**config.mk**
```make
export PLATFORM = sky130hd
export DESIGN_NAME = hazard_ctrl
export DESIGN_NICKNAME = d
export VERILOG_FILES = /design/src/rtl/pipe_ctrl_pkg.sv /design/src/rtl/sat_counter.sv /design/src/rtl/hazard_ctrl.sv
export SDC_FILE = /design/constraint.sdc
export NUM_CORES = 1
export LEC_CHECK = 0
export ABC_AREA = 1
export CAP_MARGIN = 5
export CORE_MARGIN = 4
export CORE_UTILIZATION = 31
export DETAILED_ROUTE_END_ITERATION = 8
export GPL_ROUTABILITY_DRIVEN = 0
export PLACE_DENSITY = 0.78
export SLEW_MARGIN = 10
export SYNTH_ARGS = -nofsm -noshare
export SYNTH_HDL_FRONTEND = slang
export SYNTH_SLANG_ARGS = --single-unit
```
**constraint.sdc**
```tcl
create_clock -name clk -period 1.6 [get_ports clk]
set_clock_uncertainty 0.1 [all_clocks]
set_input_delay 0.16 -clock clk [delete_from_list [all_inputs] [get_ports clk]]
set_output_delay 0.16 -clock clk [all_outputs]
set_load 0.03 [all_outputs]
```
**src/rtl/pipe_ctrl_pkg.sv**
```systemverilog
// rtl/pipe_ctrl_pkg.sv - state encoding and defaults shared by the pipeline hazard controller
package pipe_ctrl_pkg;

  typedef enum logic [1:0] {
    ST_RUN      = 2'd0,
    ST_MEM_WAIT = 2'd1,
    ST_ERROR    = 2'd2
  } state_e;

  localparam int DEFAULT_MEM_TIMEOUT = 15;

endpackage

```
**src/rtl/sat_counter.sv**
```systemverilog
// rtl/sat_counter.sv - saturating event counter clocked with the pipeline registers (negedge)
module sat_counter #(
  parameter int WIDTH = 32
) (
  input  logic             clk,
  input  logic             reset,
  input  logic             inc,
  input  logic             clear,
  output logic [WIDTH-1:0] count
);

  always_ff @(negedge clk or posedge reset) begin
    if (reset) begin
      count <= '0;
    end else if (clear) begin
      count <= '0;
    end else if (inc && (count != {WIDTH{1'b1}})) begin
      count <= count + WIDTH'(1);
    end
  end

endmodule

```
**src/rtl/hazard_ctrl.sv**
```systemverilog
// rtl/hazard_ctrl.sv - pipeline stall/flush/freeze controller with memory-wait timeout
// Performance counters are built only when HAZARD_PERF_CNT_EN is defined.
module hazard_ctrl
  import pipe_ctrl_pkg::*;
#(
  parameter int CNT_W       = 32,
  parameter int MEM_TIMEOUT = DEFAULT_MEM_TIMEOUT
) (
  input  logic             clk,
  input  logic             reset,
  input  logic [4:0]       id_rs1,
  input  logic [4:0]       id_rs2,
  input  logic             id_uses_rs2,
  input  logic [4:0]       ex_rd,
  input  logic             ex_mem_read,
  input  logic             branch_taken,
  input  logic             dmem_req,
  input  logic             dmem_ready,
  output logic             pc_write,
  output logic             if_id_write,
  output logic             id_ex_write,
  output logic             if_id_flush,
  output logic             id_ex_flush,
  output logic             ex_mem_hold,
  output logic [1:0]       state,
  output logic             timeout_err,
  output logic [CNT_W-1:0] stall_cnt,
  output logic [CNT_W-1:0] flush_cnt,
  output logic [CNT_W-1:0] wait_cnt
);

  localparam int WAIT_W = $clog2(MEM_TIMEOUT + 1) + 1;
  localparam logic [WAIT_W-1:0] TIMEOUT_V = WAIT_W'(MEM_TIMEOUT);

  state_e            state_q, state_d;
  logic [WAIT_W-1:0] wait_q, wait_d;
  logic              load_use;
  logic              freeze;
  logic              run_rules;

  assign load_use = ex_mem_read && (ex_rd != 5'd0) &&
                    ((ex_rd == id_rs1) || (id_uses_rs2 && (ex_rd == id_rs2)));

  always_comb begin
    state_d     = state_q;
    wait_d      = '0;
    freeze      = 1'b0;
    run_rules   = 1'b0;
    pc_write    = 1'b1;
    if_id_write = 1'b1;
    id_ex_write = 1'b1;
    if_id_flush = 1'b0;
    id_ex_flush = 1'b0;
    ex_mem_hold = 1'b0;

    case (state_q)
      ST_RUN: begin
        if (dmem_req && !dmem_ready) begin
          freeze  = 1'b1;
          wait_d  = WAIT_W'(1);
          state_d = (MEM_TIMEOUT <= 1) ? ST_ERROR : ST_MEM_WAIT;
        end else begin
          run_rules = 1'b1;
        end
      end
      ST_MEM_WAIT: begin
        if (!dmem_ready) begin
          freeze = 1'b1;
          wait_d = wait_q + WAIT_W'(1);
          if (wait_d >= TIMEOUT_V) state_d = ST_ERROR;
        end else begin
          run_rules = 1'b1;
          state_d   = ST_RUN;
        end
      end
      ST_ERROR: freeze = 1'b1;
      default:  state_d = ST_RUN;
    endcase

    // Memory freeze beats everything; a taken branch squashes any load-use stall.
    if (freeze) begin
      pc_write    = 1'b0;
      if_id_write = 1'b0;
      id_ex_write = 1'b0;
      ex_mem_hold = 1'b1;
    end else if (run_rules) begin
      if (branch_taken) begin
        if_id_flush = 1'b1;
        id_ex_flush = 1'b1;
      end else if (load_use) begin
        pc_write    = 1'b0;
        if_id_write = 1'b0;
        id_ex_flush = 1'b1;
      end
    end
  end

  always_ff @(negedge clk or posedge reset) begin
    if (reset) begin
      state_q     <= ST_RUN;
      wait_q      <= '0;
      timeout_err <= 1'b0;
    end else begin
      state_q <= state_d;
      wait_q  <= wait_d;
      if (state_d == ST_ERROR) timeout_err <= 1'b1;
    end
  end

  assign state = state_q;

`ifdef HAZARD_PERF_CNT_EN
  logic stall_ev, flush_ev, wait_ev;

  // A lone ID/EX bubble only arises from a load-use stall.
  assign stall_ev = id_ex_flush && !if_id_flush;
  assign flush_ev = if_id_flush;
  assign wait_ev  = ex_mem_hold;

  sat_counter #(.WIDTH(CNT_W)) u_stall_cnt (
    .clk(clk), .reset(reset), .inc(stall_ev), .clear(1'b0), .count(stall_cnt)
  );
  sat_counter #(.WIDTH(CNT_W)) u_flush_cnt (
    .clk(clk), .reset(reset), .inc(flush_ev), .clear(1'b0), .count(flush_cnt)
  );
  sat_counter #(.WIDTH(CNT_W)) u_wait_cnt (
    .clk(clk), .reset(reset), .inc(wait_ev), .clear(1'b0), .count(wait_cnt)
  );
`else
  assign stall_cnt = '0;
  assign flush_cnt = '0;
  assign wait_cnt  = '0;
`endif

endmodule
```
# [Word-level counts from Yosys, hierarchy flattened]
# Index checks and enable logic that the tools add are counted.
[op_classes] n_addsub=1 reduce_logical=8 n_mux=26 order_cmp=1 eq_ne=5
[op_table] cell="two-way mux 1 bit" n=18
[op_table] cell="equality test 5 bit" n=2
[op_table] cell="one-hot mux 5 bit (2 select lines)" n=1
[op_table] cell="two-way mux 2 bit" n=3
[op_table] cell="one-hot mux 2 bit (3 select lines)" n=1
[op_table] cell="adder 5 x 1 -> 5 bit (second input constant)" n=1
[op_table] cell="greater-or-equal comparator 5 x 4 -> 1 bit (second input constant)" n=1
[op_table] cell="two-way mux 5 bit" n=1
[op_table] cell="nonzero test 5 bit" n=1
[op_table] cell="equality test 2 bit (second input constant)" n=2
[op_table] cell="logical AND 1 bit" n=4
[op_table] cell="one-hot mux 1 bit (3 select lines)" n=1
[op_table] cell="equality test 2 x 1 -> 1 bit (second input constant)" n=1
[op_table] cell="zero test 2 bit" n=1
[op_table] cell="one-hot mux 1 bit (2 select lines)" n=1
[op_table] cell="zero test 1 bit" n=1
[op_table] cell="logical OR 1 bit" n=1
[totals] wordCells=44 ff_bits=8

# [Longest topological paths before layout]
# Gate-level depths: netlist of the first run.
[depth] depth_word=8 depth_mapped=10 ltp_nobuf=9

==> results.txt, run 1 <==
* Cell count of the worst reg-to-reg path: 6
- After detailed routing, the number of remaining DRC violations is 0.
- In the routed layout, each cell is associated on average with a via count of 3.36.
* Failing checks: negative setup slack
- Data required time at the worst endpoint: 1.34 ns
- Family of cells with the greatest summed delay on the critical path: simple AND/OR/NAND/NOR gates
* Instance area after placement: 1480 um^2
* TritonCTS Sinks: 8
* Sum of routed wire segments on met1: 733 um
- Global routing used 7.77% of the available tracks.
* Total count of max-transition violations in the final report: 0
- After clock tree synthesis, the flow added hold-fix buffers numbering 0.
- Total core area: 4350 um^2
* Via Count: 1000
* Worst hold path class: flop to flop
- From bottom edge to top edge, the die measures 75.1 um.
- Growth of design area from synthesis to finish: 14.5%
* Final HPWL from detailed placement: 2270 um
- Total wire length: 2460 um
* Slowest stage cell, crit path: sky130_fd_sc_hd__dfrtn_1
* Top Layer Used: met4
- The post-route netlist has 18.7% of its cells at a drive strength greater than 1.
- Library cells used by synthesis: 19
- In the final routed layout, each cell accounts on average for 8.27 um.
- Count of routing violations after the opening detailed-route iteration: 28
- Across all setup checks in the final design, the least slack found is -0.786 ns.
- The first global-routing pass estimated between 3000 and 4000 um of wire.
- Number of CTS-inserted buffers: 3
- Worst Setup Path Type: flop to output pin
* Total number of nets in the final design: between 200 and 300
- For this run, the leading register cell type out of synthesis is sky130_fd_sc_hd__dfrtn_1.
- Mean instance size in the synthesized netlist: 6.84 um^2
- Final setup violation count: 9
* Antenna violations before repair: 0
- Flops & latches, synth: 8
- Synth Area in Compound Gates: 2.33%
- Simple-Gate Fraction of Synth Area: 18.5%
- Met2 routed wirelength: 1330 um
- Main combinational cell family by area after synthesis: buffers and inverters
- Final Non-Filler Cells: slightly below 300
- Sequential cells were found to cover 14.3% of the synthesized design area.
- GRT Residual Overflow: 0
- Cell Chain, Critical Path: inv_2 -> nand4_1 -> nand3_4 -> clkinv_4 -> nand2_4 -> inv_6 -> buf_6
- For this run, the number of Yosys warnings is 0.
* Slack of the worst reg-to-reg path: 0.12 ns
* Length of routed met3 wiring: 353 um
- In this run the critical register-to-register path is launched from wait_q[0].
* Worst Hold Depth: 1
- Top Ports: 127
- Power density over the cells: roughly 650 nW/um^2
* Data arrival time of the critical path: 2.13 ns
- The largest single stage delay on the critical path is ~0.36 ns.
- Maximum Capacitance Violations: 0
- CTS built an H-tree with a depth of 1.
- The flow ran to the end, but the final reports show violations.
* Number of buffer cells added on primary ports: 30
- IR analysis of the VDD net gives a maximum drop of 0.000196 V.
* Async S/R FF share, synth: 100%
* Vias in the first global route: 848
- Parity-gate share of the synthesized area counting xor and xnor cells: about 3.0%
- Pin count of the biggest net entering global routing: 9
- The die covers ~5600 um^2.
- Worst reg2reg path endpoint: state[0]
- The count of nets left with antenna violations once routing finished came out at 0.
- In this run, placement finished with an instance count of 291.
* Reported leakage power: 0.000982 uW
- 0 antenna diodes ended up in the layout.
- RSZ-0062 raised after global routing: yes
- The cell count after synthesis came out at 204.
* Floorplan die width: 75.1 um
* Initial core utilization: ~32%
- No sink is reached through more buffers than the 2 on the longest clock path.
- Yosys mapped a number of flops with a built-in enable equal to 0.
- Number of cell rows: 24
- Hold Path Sink: wait_q[0]
- Clock transition at path regs: 0.03 ns
* Hold_sp: wait_q[0]
- Along the worst path, the maximum fanout reaches 3.
- Critical Path Sink Type: output pin
* Post-synth design cell area: between 1000 and 1500 um^2
* Final Cell Area: around 1600 um^2
- Initial DRT Pass Iterations: 4
- The count of final hold-check violations is 0.
- The tree is rooted in a sky130_fd_sc_hd__clkbuf_8.
* Clock tree from TritonCTS: built
* Multiplexer share of the synthesized area: 0%
- Crit start category: flop
- The synthesized netlist devotes about 1.8% of its cell area to adder and majority cells.
* Worst path bufs/invs: 4
- Fill cells in the final layout number 465.
* Insertion delay of the later-clocked pin in the worst-skew pair: 0.25 ns
## kinds of logic (layout without fill, tap and decap cells)
kind of cell    after synthesis  after routing
simple gates                 58             58
buf+inv                     125             72
compound gates                6              6
fa+ha+maj                     2              2
xor+xnor                      4              4
other cells                   1             96
flops                         8              8
## per-stage QoR
step / hold slack, ns / power (uW) / TNS, ns / util, % / setup slack [ns]
final: 0.363 / 1040 / -5.50 / 36.7 / -0.786
after floorplan: 0.353 / 830 / -3.90 / - / -0.882
after global routing: 0.409 / 1100 / -6.04 / 36.7 / -0.867
after CTS: 0.386 / 1030 / -5.55 / 36.4 / -0.779
after global placement: 0.376 / 757 / -6.92 / 33.9 / -0.560
after detailed placement: 0.384 / 762 / -7.05 / 33.9 / -0.577
## worst max path at each step
stage	start	end	slack (ns)	depth (start not counted)
floorplan	state[0]	pc_write	-0.88	7
global placement	state[0]	if_id_write	-0.56	7
detailed placement	state[0]	pc_write	-0.58	7
CTS	state[0]	pc_write	-0.78	7
global route	state[0]	pc_write	-0.87	7
finish	state[1]	pc_write	-0.79	7
## cell type report
type | count | area [um^2] | share of cell area (%)
multi-input cells | 166 | 759 | 47.5
repair buffers | 41 | 417 | 26.1
flip-flops and latches | 8 | 200 | 12.5
inverters | 28 | 115 | 7.20
well taps | 52 | 65.1 | 4.07
clock buffers | 3 | 41.3 | 2.58
## flip-flops by register name, indices dropped and copies added (netlist names)
signal and count:
timeout_err 1, wait_q 5, state 2
## layout by cell type (no fill, tap or decap), drive strengths merged
master,netlist,final
xor2,1,1
clkdlybuf4s50,0,19
dfrtn,8,8
clkbuf,0,3
nand4,2,2
nand2,34,34
buf,97,22
inv,27,27
clkinv,1,1
o21ai,5,5
o21bai,1,1
ha,2,2
xnor2,3,3
conb,1,96
nor2,12,12
nand3,10,10
## cell usage after synthesis, types with 2 or more instances
cell type	number	share of area [%]
sky130_fd_sc_hd__inv_2	5	1.3
sky130_fd_sc_hd__nand2_1	33	8.9
sky130_fd_sc_hd__nand4_1	2	0.90
sky130_fd_sc_hd__xnor2_1	2	1.3
sky130_fd_sc_hd__inv_1	22	5.9
sky130_fd_sc_hd__dfrtn_1	8	14
sky130_fd_sc_hd__ha_1	2	1.8
sky130_fd_sc_hd__nand3_2	4	2.9
sky130_fd_sc_hd__o21ai_0	4	1.4
sky130_fd_sc_hd__nand3_1	6	2.2
sky130_fd_sc_hd__buf_4	97	52
sky130_fd_sc_hd__nor2_1	12	3.2
## timing repair
action	in CTS	in global routing
resized for setup	21	2
pin swaps	7	2
cloned	0	0
hold endpoints to repair	0	0
endpoints found under the setup margin	17	11
setup buffers	3	1
## where the power goes
part / switching (uW) / internal, uW
logic: 436 / 146
clock network: 73.3 / 162
registers: 8.89 / 212
## per-layer routing
| layer | global-route usage, % | vias up |
|---|---|---|
| met5 | 0 | - |
| met4 | 2.57 | 0 |
| met3 | 1.47 | 5 |
| met2 | 15.8 | 73 |
| met1 | 7.70 | 422 |
| li1 | - | 500 |
No activity file was read; power rests on OpenSTA's default activity.
==> run 2, diff against run 1 <==
--- a/config.mk
+++ b/config.mk
@@ -8,10 +8,10 @@
 export ABC_AREA = 1
 export CAP_MARGIN = 5
 export CORE_MARGIN = 4
-export CORE_UTILIZATION = 31
+export CORE_UTILIZATION = 28
 export DETAILED_ROUTE_END_ITERATION = 8
 export GPL_ROUTABILITY_DRIVEN = 0
-export PLACE_DENSITY = 0.78
+export PLACE_DENSITY = 0.74
 export SLEW_MARGIN = 10
 export SYNTH_ARGS = -nofsm -noshare
 export SYNTH_HDL_FRONTEND = slang
==> constraint.sdc (replaced) <==
create_clock -name clk -period 2.1 [get_ports clk]
set_clock_uncertainty 0.1 [all_clocks]
set_input_delay 0.21 -clock clk [delete_from_list [all_inputs] [get_ports clk]]
set_output_delay 0.21 -clock clk [all_outputs]
set_load 0.03 [all_outputs]
==> run 2 against run 1 <==
  * Largest power group unchanged
  * Die area rose by 9.5%
  * Register-to-register slack improved by 0.44 ns
  * Critical path type unchanged
  * Cell area rose by 0.47%
  * Wire length rose by 5.2%
  * Worst hold slack improved by 0.025 ns
  * The run still ends with negative setup slack left
  * Largest cell class unchanged
==> results.txt, run 2 (synthesized netlist as in run 1, its figures left out) <==
* Initial DRT Pass Iterations: 4
- Number of cell rows: 25
- After routing the design area is 1610 um^2.
- For the worst setup path, the data required time is 1.79 ns.
- Total core area: 4790 um^2
* Reported leakage power: 0.000973 uW
* Most frequent cells in the layout: sky130_fd_sc_hd__conb_1, sky130_fd_sc_hd__nand2_1, sky130_fd_sc_hd__clkdlybuf4s50_1
* Failing checks: negative setup slack
- The first global-routing pass estimated 3450 um of wire.
- Initial core utilization: 29.2%
- OpenSTA, run right after detailed placement, puts the worst setup slack at -0.387 ns.
- Clock tree synthesis selected as its root buffer the cell sky130_fd_sc_hd__clkbuf_8.
- The flow ran to the end, but the final reports show violations.
- CTS saw 8 sinks.
- Instance area after placement: 1500 um^2
- Global routing's busiest layer: met2
* Clock transition at path regs: roughly 0.030 ns
* RSZ-0062 raised after global routing: yes
- DRC violations left: 0
* Largest Register: wait_q
* Maximum Capacitance Violations: 0
* Antenna violation net count after detailed routing: 0
* Core occupancy in the finished layout: 33.5%
- The repair_antennas step left the layout with diodes totalling 0.
- Number of CTS-inserted buffers: 3
* Maximum level of the CTS H-tree: 1
* Floorplan die width: 78.6 um
- DP Cell Count: 307
- The worst setup path is captured at an output pin.
* Growth of design area from synthesis to finish: 15.1%
* Total wire length: 2590 um
- In the post-route analysis, the smallest setup slack over all paths is -0.584 ns.
- Flip-flop count of the largest register, all copies and words added: 5
- GR Util met2: 14.9%
- Total count of max-transition violations in the final report: 0
* Worst Setup Path Type: flop to output pin
- Pin count of the biggest net entering global routing: 9
- Total number of nets in the final design: about 270
- STA classifies the critical path startpoint as a flop.
- Wirelength per Cell: approximately 8.3 um
* Final Non-Filler Cells: 312
- In this run the deepest clock path goes through 2 buffers.
* Clock tree from TritonCTS: built
- For this design, the CTS-stage hold fixing added 0 buffers.
- Data arrives at the worst endpoint at between 2 and 2.5 ns.
- After routing, the total negative slack on setup checks comes to -3.76 ns.
- Overall fraction of global-route tracks in use: 7.01%
* Hold violation count in the final report: 0
* Layout cells sized above 1: 18.4%
- The HPWL after detailed placement is ~2300 um.
* Power density over the cells: 493 nW/um^2
- In the routed layout, each cell is associated on average with a via count of 3.31.
* Top Ports: ~130
* Height of the die: around 80 um
- Number of buffer cells added on primary ports: 30
- Critical Path Fanout Max: 4
- Vias in the first global route: 864
- GR met1 Demand/Resource: 6.15%
- Via Count: just over 1k
- Worst hold path class: flop to flop
- Worst IR Drop VDD: 0.000178 V
* Count of routing violations after the opening detailed-route iteration: 14
* Die area: 6180 um^2
- Clock latency on the worst-skew pair, taken at its later pin, is 0.25 ns.
* Antenna violations before repair: 0
- Most common cell after layout, fill and taps aside: sky130_fd_sc_hd__conb_1
- Global routing finished with a remaining overflow of 0.
- GRT met3 Usage: 1.15%
* Final setup violation count: 9
-- run 2: cell count changes in the layout (fill, tap and decap cells not counted), sizes merged --
cell and delta:
buf -3, dlygate4sd2 +2
-- run 2: per-layer routing --
metal / up-vias / routed length (um) / share of wire (%)
met5: - / 0 / 0
met2: 76 / 1460 / 56
met3: 2 / 316 / 12
met4: 0 / 27 / 1.0
met1: 450 / 787 / 30
li1: 504 / - / -
-- run 2: worst paths after layout --
check                           slack (ns)  cells after the start        start           to
worst min-delay path                  0.39                      2  timeout_err  timeout_err
worst min register to register        0.39                      2  timeout_err  timeout_err
worst max-delay path                 -0.58                      7     state[0]     pc_write
worst max register to register        0.56                      6    wait_q[0]     state[0]
min in group asynchronous             1.05                      2        reset    wait_q[3]
max in group asynchronous             0.59                      2        reset     state[0]
-- run 2: layout make-up --
type | count | area (um^2)
fillers | 527 | 3180
multi-input cells | 166 | 764
repair buffers | 40 | 400
flip-flops and latches | 8 | 200
inverters | 28 | 115
well taps | 67 | 83.8
clock buffers | 3 | 41.3
-- run 2: critical path: stages, from the launching register on --
cell and delay [ns]:
sky130_fd_sc_hd__dfrtn_1 0.47, sky130_fd_sc_hd__buf_6 0.13, sky130_fd_sc_hd__nand3_4 0.10, sky130_fd_sc_hd__nand3_4 0.09, sky130_fd_sc_hd__clkinv_4 0.06, sky130_fd_sc_hd__nand2_4 0.07, sky130_fd_sc_hd__inv_6 0.03, sky130_fd_sc_hd__buf_6 0.12
-- run 2: power by group --
group          switching, uW  internal, uW  leakage [uW]
Clock                   59.8           124     0.0000216
Combinational            333           105      0.000847
Sequential              7.67           161      0.000104
Total                    400           391      0.000973
-- run 2: metrics by stage --
step | hold slack (ns) | power (uW)
floorplan | 0.353 | 632
global placement | 0.377 | 578
detailed placement | 0.388 | 583
CTS | 0.401 | 786
global route | 0.426 | 832
finish | 0.388 | 791
-- run 2: timing repair --
item | 4_1_cts | 5_1_grt
setup buffers | 1 | 1
pin swaps | 4 | 0
setup endpoints to repair | 17 | 9
gates resized for setup | 16 | 2
==> run 3, diff against run 2 <==
==> constraint.sdc (replaced) <==
create_clock -name clk -period 2.39 [get_ports clk]
set_clock_uncertainty 0.1 [all_clocks]
set_input_delay 0.239 -clock clk [delete_from_list [all_inputs] [get_ports clk]]
set_output_delay 0.239 -clock clk [all_outputs]
set_load 0.03 [all_outputs]
==> run 3 against run 2 <==
  * The flow still finishes with violations (negative setup slack)
  * Final cell count stayed put
  * Critical path depth stayed put
  * Sequential power is 12% lower
  * Register-to-register slack better by 0.29 ns
  * Sequential cell count stayed put
  * Critical path type unchanged
  * Largest power group unchanged
==> results.txt, run 3 (synthesized netlist as in run 1, its figures left out) <==
* Status: finished with violations
- Failing checks: negative setup slack
- Top Ports: 127
* Most common cell after layout, fill and taps aside: sky130_fd_sc_hd__conb_1
- Across every metal layer, demand over resource in global routing totals between 7 and 8%.
* Largest buffer count on any clock path: 2
- The die covers 6180 um^2.
* Total number of nets in the final design: 271
- Port buffering added 30 buffers.
* RSZ-0062 raised after global routing: yes
- The HPWL after detailed placement is 2270 um.
* DRC violations left: 0
- Data on the critical path is required at its endpoint by between 2 and 2.5 ns.
* Reported leakage power: 0.000979 uW
- In the routed layout, each cell is associated on average with a via count of 3.31.
- Once detail routing completed, the nets flagged for antenna violations numbered 0.
- Via Count: 1032
- Maximum Capacitance Violations: 0
* Flip-flop count of the largest register, all copies and words added: 5
- Worst IR Drop VDD: 0.000156 V
* Critical Path Sink Type: output pin
- Diodes inserted: 0
* Largest Register: wait_q
- Critical Path Fanout Max: 4
- The count of final hold-check violations was 0.
* Crit start category: flop
- Cell Chain, Critical Path: buf_6 -> nand3_4 -> nand3_4 -> clkinv_4 -> nand2_4 -> inv_6 -> buf_6
- Total wire length: approximately 2600 um
- Largest stage delay, worst path: 0.47 ns
* Slack of the worst reg-to-reg path: 0.85 ns
- Cells with a size suffix above 1 make up a little under a fifth of the layout.
- Once layout is done, the placed cells without fillers occupy roughly 1600 um^2.
- Worst hold path class: flop to flop
* Count of routing violations after the opening detailed-route iteration: 16
- The critical path contains buffers and inverters numbering 4 combined.
- For the worst setup path, the data arrival time is 2.52 ns.
- Master cell of the clock root buffer: sky130_fd_sc_hd__clkbuf_8
- TritonCTS Sinks: 8
- Insertion delay of the later-clocked pin in the worst-skew pair: 0.25 ns
- Prior to clock tree synthesis, the placed netlist has a worst setup slack of -0.271 ns.
- In the final routed layout, each cell accounts on average for about 8.3 um.
- Instance area after placement: 1500 um^2
* Number of cell rows: 25
- Vias in the first global route: about 860
- Total core area: 4790 um^2
* Antenna violations before repair: 0
- TritonCTS created 3 clock buffers.
* Pin count of the biggest net entering global routing: 9
- Initial DRT Pass Iterations: 4
* Floorplan die width: 78.6 um
- Slowest stage cell, crit path: sky130_fd_sc_hd__dfrtn_1
- CTS hold repair buffers: 0
* Power density over the cells: 432 nW/um^2
- Maximum level of the CTS H-tree: 1
* Growth of design area from synthesis to finish: 15.4%
- Counting the fill cells in the layout gives 524.
- Final setup violation count: 8
- Most frequent cells in the layout: sky130_fd_sc_hd__conb_1, sky130_fd_sc_hd__nand2_1, sky130_fd_sc_hd__clkdlybuf4s50_1
- Initial core utilization: 29.2%
- The first global-routing pass estimated 3450 um of wire.
- Clock tree from TritonCTS: built
- GRT Residual Overflow: 0
- In this run the vertical extent of the chip is 78.6 um.
- The count of pins over their slew limit came to 0.
- Minimum setup slack in the final design: -0.468 ns
- Clock transition at path regs: 0.03 ns
- Worst Setup Path Type: flop to output pin
- The cell family contributing the most delay on the critical path is flip-flops.
[run 3: worst paths after layout]
check / start / to / depth (start not counted)
max: state[0] / pc_write / 7
min: timeout_err / timeout_err / 2
max reg2reg: wait_q[0] / state[0] / 6
min reg2reg: timeout_err / timeout_err / 2
max in group asynchronous: reset / state[0] / 2
min in group asynchronous: reset / wait_q[3] / 2
[run 3: worst register-to-register path, delay by kind of cell (launching register included)]
kind,cells,cell delay (ns)
and+or+nand+nor,2,0.18
DFF,1,0.49
buffers and inverters,1,0.07
adders and majority gates,1,0.32
AOI/OAI and AO/OA,2,0.23
[run 3: area by class of cell]
cell class	count	area [um^2]	area share, %
clock buffer	3	41.3	2.56
inverter	28	115	7.15
multi-input combinational	166	764	47.5
sequential	8	200	12.4
tap	67	83.8	5.21
timing repair buffer	40	405	25.2
[run 3: repair_timing]
item | in CTS | in global routing
endpoints found under the setup margin | 9 | 11
pin swaps | 4 | 0
setup buffers | 1 | 1
resized for setup | 14 | 3
[run 3: metrics by stage]
| step | TNS [ns] | std cells | power, uW | hold slack, ns | util (%) |
|---|---|---|---|---|---|
| 6_report | -2.73 | 312 | 696 | 0.388 | 33.6 |
| 2_1_floorplan | -1.91 | 299 | 556 | 0.353 | - |
| 4_1_cts | -2.77 | 311 | 692 | 0.401 | 33.4 |
| 5_1_grt | -3.29 | 312 | 732 | 0.426 | 33.6 |
| 3_3_place_gp | -2.24 | 307 | 508 | 0.377 | 31.4 |
| 3_5_place_dp | -2.61 | 307 | 513 | 0.388 | 31.4 |
[run 3: report_power, final]
part,switching [uW],total [uW],internal (uW)
clock network,52.6,162,109
registers,6.74,148,142
logic,293,386,93.6
total,352,696,344
[run 3: per-layer routing]
metal | routed length, um | track usage [%]
met4 | 27 | 3.32
met3 | 316 | 1.15
met2 | 1460 | 14.9
met1 | 789 | 6.15
met5 | 0 | 0
